## config.mk

```make
export PLATFORM = sky130hd
export DESIGN_NAME = mc_main_control
export DESIGN_NICKNAME = d
export VERILOG_FILES = /design/src/rtl/mc_main_control.sv
export SDC_FILE = /design/constraint.sdc
export NUM_CORES = 1
export LEC_CHECK = 0
export CAP_MARGIN = 20
export CORE_UTILIZATION = 35
export CTS_BUF_LIST = sky130_fd_sc_hd__clkbuf_8
export CTS_CLUSTER_DIAMETER = 100
export DETAILED_ROUTE_END_ITERATION = 6
export PLACE_DENSITY = 0.67
export SLEW_MARGIN = 0
export SYNTH_ARGS = -nofsm -noshare
export SYNTH_HDL_FRONTEND = slang
export SYNTH_SLANG_ARGS = --single-unit
```

## constraint.sdc

```tcl
create_clock -name clk -period 1.7 [get_ports clk]
set_input_delay 0.255 -clock clk [delete_from_list [all_inputs] [get_ports clk]]
set_output_delay 0.255 -clock clk [all_outputs]
set_load 0.1 [all_outputs]
```

## src/rtl/mc_main_control.sv

```systemverilog
// mc_main_control: multi-cycle MIPS-subset main control FSM with memory wait watchdog
module mc_main_control #(
  parameter int WAIT_LIMIT = 16,
  parameter int CNT_W = 5
) (
  input  logic       clk,
  input  logic       rst_n,
  input  logic [5:0] opcode,
  input  logic       mem_ready,
  output logic       alu_op,
  output logic [2:0] alu_sel_direct,
  output logic       alu_src_a,
  output logic [1:0] alu_src_b,
  output logic       i_or_d,
  output logic       mem_read,
  output logic       mem_write,
  output logic       ir_write,
  output logic       pc_write,
  output logic       pc_write_cond,
  output logic [1:0] pc_source,
  output logic       reg_dst,
  output logic       mem_to_reg,
  output logic       reg_write,
  output logic       instr_done,
  output logic       illegal_op,
  output logic       mem_err,
  output logic [3:0] state
);
  typedef enum logic [3:0] {
    IDLE = 4'd0, FETCH = 4'd1, DECODE = 4'd2, MEM_ADDR = 4'd3, MEM_READ = 4'd4,
    MEM_WB = 4'd5, MEM_WRITE = 4'd6, R_EXEC = 4'd7, R_WB = 4'd8, BRANCH = 4'd9,
    JUMP = 4'd10, ADDI_EXEC = 4'd11, ADDI_WB = 4'd12, HALT = 4'd13
  } state_t;
  state_t state_q, state_d;
  logic [CNT_W-1:0] cnt_q, cnt_d;
  logic err_q, err_d, stalled, fault;
  always_ff @(posedge clk or negedge rst_n) begin
    if (!rst_n) begin
      state_q <= IDLE;
      cnt_q <= '0;
      err_q <= 1'b0;
    end else begin
      state_q <= state_d;
      cnt_q <= cnt_d;
      err_q <= err_d;
    end
  end
  always_comb begin
    stalled = (state_q == FETCH || state_q == MEM_READ || state_q == MEM_WRITE) && !mem_ready;
    fault = stalled && cnt_q == CNT_W'(WAIT_LIMIT - 1);
    state_d = state_q;
    case (state_q)
      IDLE:      state_d = FETCH;
      FETCH:     state_d = mem_ready ? DECODE : FETCH;
      DECODE:
        case (opcode)
          6'b000000:            state_d = R_EXEC;
          6'b100011, 6'b101011: state_d = MEM_ADDR;
          6'b000100:            state_d = BRANCH;
          6'b000010:            state_d = JUMP;
          6'b001000:            state_d = ADDI_EXEC;
          default:              state_d = FETCH;
        endcase
      MEM_ADDR:  state_d = opcode == 6'b100011 ? MEM_READ : MEM_WRITE;
      MEM_READ:  state_d = mem_ready ? MEM_WB : MEM_READ;
      MEM_WRITE: state_d = mem_ready ? FETCH : MEM_WRITE;
      R_EXEC:    state_d = R_WB;
      ADDI_EXEC: state_d = ADDI_WB;
      MEM_WB, R_WB, BRANCH, JUMP, ADDI_WB: state_d = FETCH;
      HALT:      state_d = HALT;
      default:   state_d = IDLE;
    endcase
    if (fault) state_d = HALT;
    cnt_d = (stalled && state_d == state_q) ? cnt_q + 1'b1 : '0;
    err_d = err_q | fault;
  end
  always_comb begin
    alu_op = 1'b0;
    alu_sel_direct = 3'b010;
    alu_src_a = 1'b0;
    alu_src_b = 2'b00;
    i_or_d = 1'b0;
    mem_read = 1'b0;
    mem_write = 1'b0;
    ir_write = 1'b0;
    pc_write = 1'b0;
    pc_write_cond = 1'b0;
    pc_source = 2'b00;
    reg_dst = 1'b0;
    mem_to_reg = 1'b0;
    reg_write = 1'b0;
    instr_done = 1'b0;
    illegal_op = 1'b0;
    case (state_q)
      FETCH: begin
        mem_read = 1'b1;
        alu_src_b = 2'b01;
        ir_write = mem_ready;
        pc_write = mem_ready;
      end
      DECODE: begin
        alu_src_b = 2'b11;
        illegal_op = !(opcode inside {6'b000000, 6'b100011, 6'b101011, 6'b000100, 6'b000010, 6'b001000});
      end
      MEM_ADDR, ADDI_EXEC: begin
        alu_src_a = 1'b1;
        alu_src_b = 2'b10;
      end
      MEM_READ: begin
        mem_read = 1'b1;
        i_or_d = 1'b1;
      end
      MEM_WB: begin
        reg_write = 1'b1;
        mem_to_reg = 1'b1;
        instr_done = 1'b1;
      end
      MEM_WRITE: begin
        mem_write = 1'b1;
        i_or_d = 1'b1;
        instr_done = mem_ready;
      end
      R_EXEC: begin
        alu_op = 1'b1;
        alu_src_a = 1'b1;
      end
      R_WB: begin
        reg_write = 1'b1;
        reg_dst = 1'b1;
        instr_done = 1'b1;
      end
      BRANCH: begin
        pc_write_cond = 1'b1;
        alu_src_a = 1'b1;
        alu_sel_direct = 3'b110;
        pc_source = 2'b01;
        instr_done = 1'b1;
      end
      JUMP: begin
        pc_write = 1'b1;
        pc_source = 2'b10;
        instr_done = 1'b1;
      end
      ADDI_WB: begin
        reg_write = 1'b1;
        instr_done = 1'b1;
      end
      default: ;
    endcase
  end
  assign mem_err = err_q;
  assign state = state_q;
endmodule
```

==> impl_metrics.env <==
export IMPL_setup_viol=21
export IMPL_die_area_mm2=0.00278
export IMPL_p_leak_nw=0.936
export IMPL_critPathBufInv=1
export IMPL_drtIter0Drc=33
export IMPL_ys_warn_count=0
export IMPL_clock_sinks=10
export IMPL_min_period_ns=1.86
export IMPL_cts_tree="yes"
export IMPL_hp_class="input pin to async pin"
export IMPL_syn_nets=137
export IMPL_routedWlPerCell_um=18.5
export IMPL_ir_drop_v=0.00222
export IMPL_start_util=0.367
export IMPL_end_kind="output port"
export IMPL_drv_cap=0
export IMPL_synth_edff_count=0
export IMPL_status="finished with violations"
export IMPL_required_ns=1.44
export IMPL_tns_ns=-1.21
export IMPL_fin_area_mm2=0.00228
export IMPL_r2r_setup_slack_ns=-0.02
export IMPL_cts_buffers=3
export IMPL_drt_total_wl_um=4160
export IMPL_nNetsFinal=207
export IMPL_hold_viol_final=0
export IMPL_worstSetupStartpointType="flop"
export IMPL_slew_violations=0
export IMPL_rsz0062_at_grt="yes"
export IMPL_crit_type="flop to output port"
export IMPL_max_freq_ghz=0.538
export IMPL_overflow=0
export IMPL_drt_antenna_violating_nets=0
export IMPL_ios=34
export IMPL_die_h_um=52.8
export IMPL_drive_gt1_frac=0.646
export IMPL_track_usage=0.273
export IMPL_violations="setup timing"
export IMPL_reg2regPathDepth=7
export IMPL_clk_path_buf_depth=2
export IMPL_synth_avg_cell_area_um2=7.16
export IMPL_cts_clk_slew_worst_paths_ns=0.05
export IMPL_r2r_end="state[3]$_DFF_PN0_"
export IMPL_htree_levels=1
export IMPL_port_buffers=31
export IMPL_ys_async_sr_fraction=1.00
export IMPL_max_stage_delay_ns=0.51
export IMPL_antenna_cells=0
export IMPL_cp_cell_sequence="nor4b_4, nand2_2, a31oi_4, buf_12"
export IMPL_dp_hpwl_um=2240
export IMPL_min_period_over_period=1.09
export IMPL_core_area_mm2=0.00245
export IMPL_firstDrtPassIters=4
export IMPL_antenna_found_initial=0
export IMPL_synth_cell_types=40
export IMPL_grt_max_degree=11
export IMPL_crit_family="flip-flops"
export IMPL_num_vias=1242
export IMPL_ys_ff_latch=10
export IMPL_worstPathMaxFanout=3
export IMPL_powerDensity_mw_per_mm2=2130
export IMPL_timing_rr_start="cnt_q[0]$_DFF_PN0_"
export IMPL_rows=18
export IMPL_timing_final_ws_setup_ns=-0.157
export IMPL_final_core_utilization=0.931
export IMPL_syn_to_final_growth_pct=153
export IMPL_grt_first_pass_wirelength_um=5490
export IMPL_grt_pass1_vias=1204
export IMPL_syn_cell_area_um2=902
export IMPL_dpl_cell_area_mm2=0.00188
export IMPL_synthFlopType="dfrtp_1"
export IMPL_crit_slowest_cell="dfrtp_4"
export IMPL_fp_dieW_um=52.8
export IMPL_clock_root_buffer="clkbuf_8"
export IMPL_gp_congestion=0.898
export IMPL_report_power_total_mw=4.87
export IMPL_cp_arrival_ns=1.60
export IMPL_syn_inst=126
export IMPL_drc=0
export IMPL_skew_ns=0.00932
export IMPL_ys_seq_area_frac=0.277
export IMPL_clkLatencyLatePin_ns=0.24
export IMPL_vias_per_cell=5.52
## routing by layer
| metal | wire (µm) | up-vias | track usage |
|---|---|---|---|
| met5 | 0 | - | 0 |
| met4 | 145 | 0 | 0.0702 |
| met3 | 219 | 13 | 0.0377 |
| met2 | 2220 | 71 | 0.521 |
| met1 | 1570 | 589 | 0.310 |
| li1 | - | 569 | - |
## where the power goes
group / switching (mW) / internal [mW]
clock network: 0.0966 / 0.158
registers: 0.126 / 0.316
logic: 2.44 / 1.74
total: 2.66 / 2.22
## worst max-delay path by stage
stage	from	end	slack [ns]	cells past startpoint
CTS	state[2]$_DFF_PN0_	illegal_op	-0.13	4
detailed placement	cnt_q[0]$_DFF_PN0_	state[3]$_DFF_PN0_	-0.19	7
floorplan	state[0]$_DFF_PN0_	mem_read	-0.46	4
global placement	cnt_q[1]$_DFF_PN0_	state[3]$_DFF_PN0_	-0.09	7
global route	state[2]$_DFF_PN0_	illegal_op	-0.22	4
finish	state[3]$_DFF_PN0_	illegal_op	-0.16	4
## cell families (layout without fill, tap and decap cells)
| group | Yosys count | count (layout) | share of synthesized area |
|---|---|---|---|
| flops | 10 | 10 | 0.277 |
| mux | 1 | 1 | 0.0166 |
| buf+inv | 18 | 87 | 0.0943 |
| fa+ha+maj | 2 | 2 | 0.0277 |
| simple gates | 61 | 61 | 0.344 |
| other cells | 2 | 2 | 0.00832 |
| xor+xnor | 5 | 5 | 0.0486 |
| compound gates | 27 | 27 | 0.183 |
## cell usage after synthesis, types with 2 or more instances
| library cell | n | area (µm²) |
|---|---|---|
| o21ai_0 | 6 | 30.0 |
| xnor2_1 | 2 | 17.5 |
| nor4b_1 | 2 | 17.5 |
| a31oi_1 | 2 | 12.5 |
| or3_1 | 2 | 12.5 |
| xor2_1 | 3 | 26.3 |
| buf_2 | 2 | 10.0 |
| conb_1 | 2 | 7.51 |
| inv_1 | 4 | 15.0 |
| clkbuf_1 | 6 | 22.5 |
| nor2b_1 | 3 | 18.8 |
| dfrtp_1 | 10 | 250 |
| nand3_1 | 3 | 15.0 |
| a21oi_1 | 11 | 55.1 |
| ha_1 | 2 | 25.0 |
| nand2b_1 | 6 | 37.5 |
| nor3_1 | 5 | 25.0 |
| nor2_1 | 20 | 75.1 |
| nand2_1 | 11 | 41.3 |
| buf_4 | 4 | 30.0 |
## state kept, by name, summed over array words and instances (netlist names)
name,count
cnt_q,5
state,4
mem_err,1
## repair_timing
item                                   in CTS  in global routing
resized for setup                          24                 21
endpoints found under the hold margin       0                  0
buffers inserted                           11                  7
hold buffers                                0                  0
cloned                                      2                  0
pin swaps                                  15                 12
setup endpoints to repair                  18                 26
## final cells by class
cell class                 instances  area, µm²
timing repair buffer              78       1020
multi-input combinational         98        895
sequential                        10        265
fill                              78        170
clock buffer                       3       41.3
tap                               30       37.5
inverter                           5       21.3
clock inverter                     1       3.75
## cells in the final DEF, fill, tap and decap left out, drive strengths merged
| master | n |
|---|---|
| dlygate4sd2 | 1 |
| inv | 6 |
| o211ai | 1 |
| nor3b | 1 |
| or3 | 2 |
| o32ai | 1 |
| nor4b | 2 |
| o2111ai | 1 |
| nand3 | 3 |
| and2 | 1 |
| nand2b | 6 |
| or4 | 1 |
| a21oi | 11 |
| a31oi | 2 |
| o311ai | 1 |
| or2 | 1 |
| or4b | 1 |
| nor4 | 1 |
| buf | 69 |
| nor3 | 5 |
| a211oi | 1 |
| a21boi | 1 |
| nor2b | 3 |
| nand2 | 11 |
| o21ai | 6 |
| nand4 | 1 |
| xor2 | 3 |
| o211a | 1 |
| conb | 2 |
| xnor2 | 2 |
| nor2 | 20 |
| bufbuf | 1 |
| clkbuf | 3 |
| nand3b | 1 |
| and3 | 1 |
| clkdlybuf4s50 | 7 |
| mux2 | 1 |
| ha | 2 |
| a2bb2oi | 1 |
| dfrtp | 10 |
## metrics by stage
step,cells,hold WS [ns],worst slack [ns]
floorplan,126,-0.0406,-0.455
global placement,201,0.510,-0.0884
detailed placement,201,0.529,-0.185
CTS,218,0.338,-0.130
global route,225,0.384,-0.219
finish,225,0.329,-0.157
Note: power is estimated with default switching activity, not from simulation.
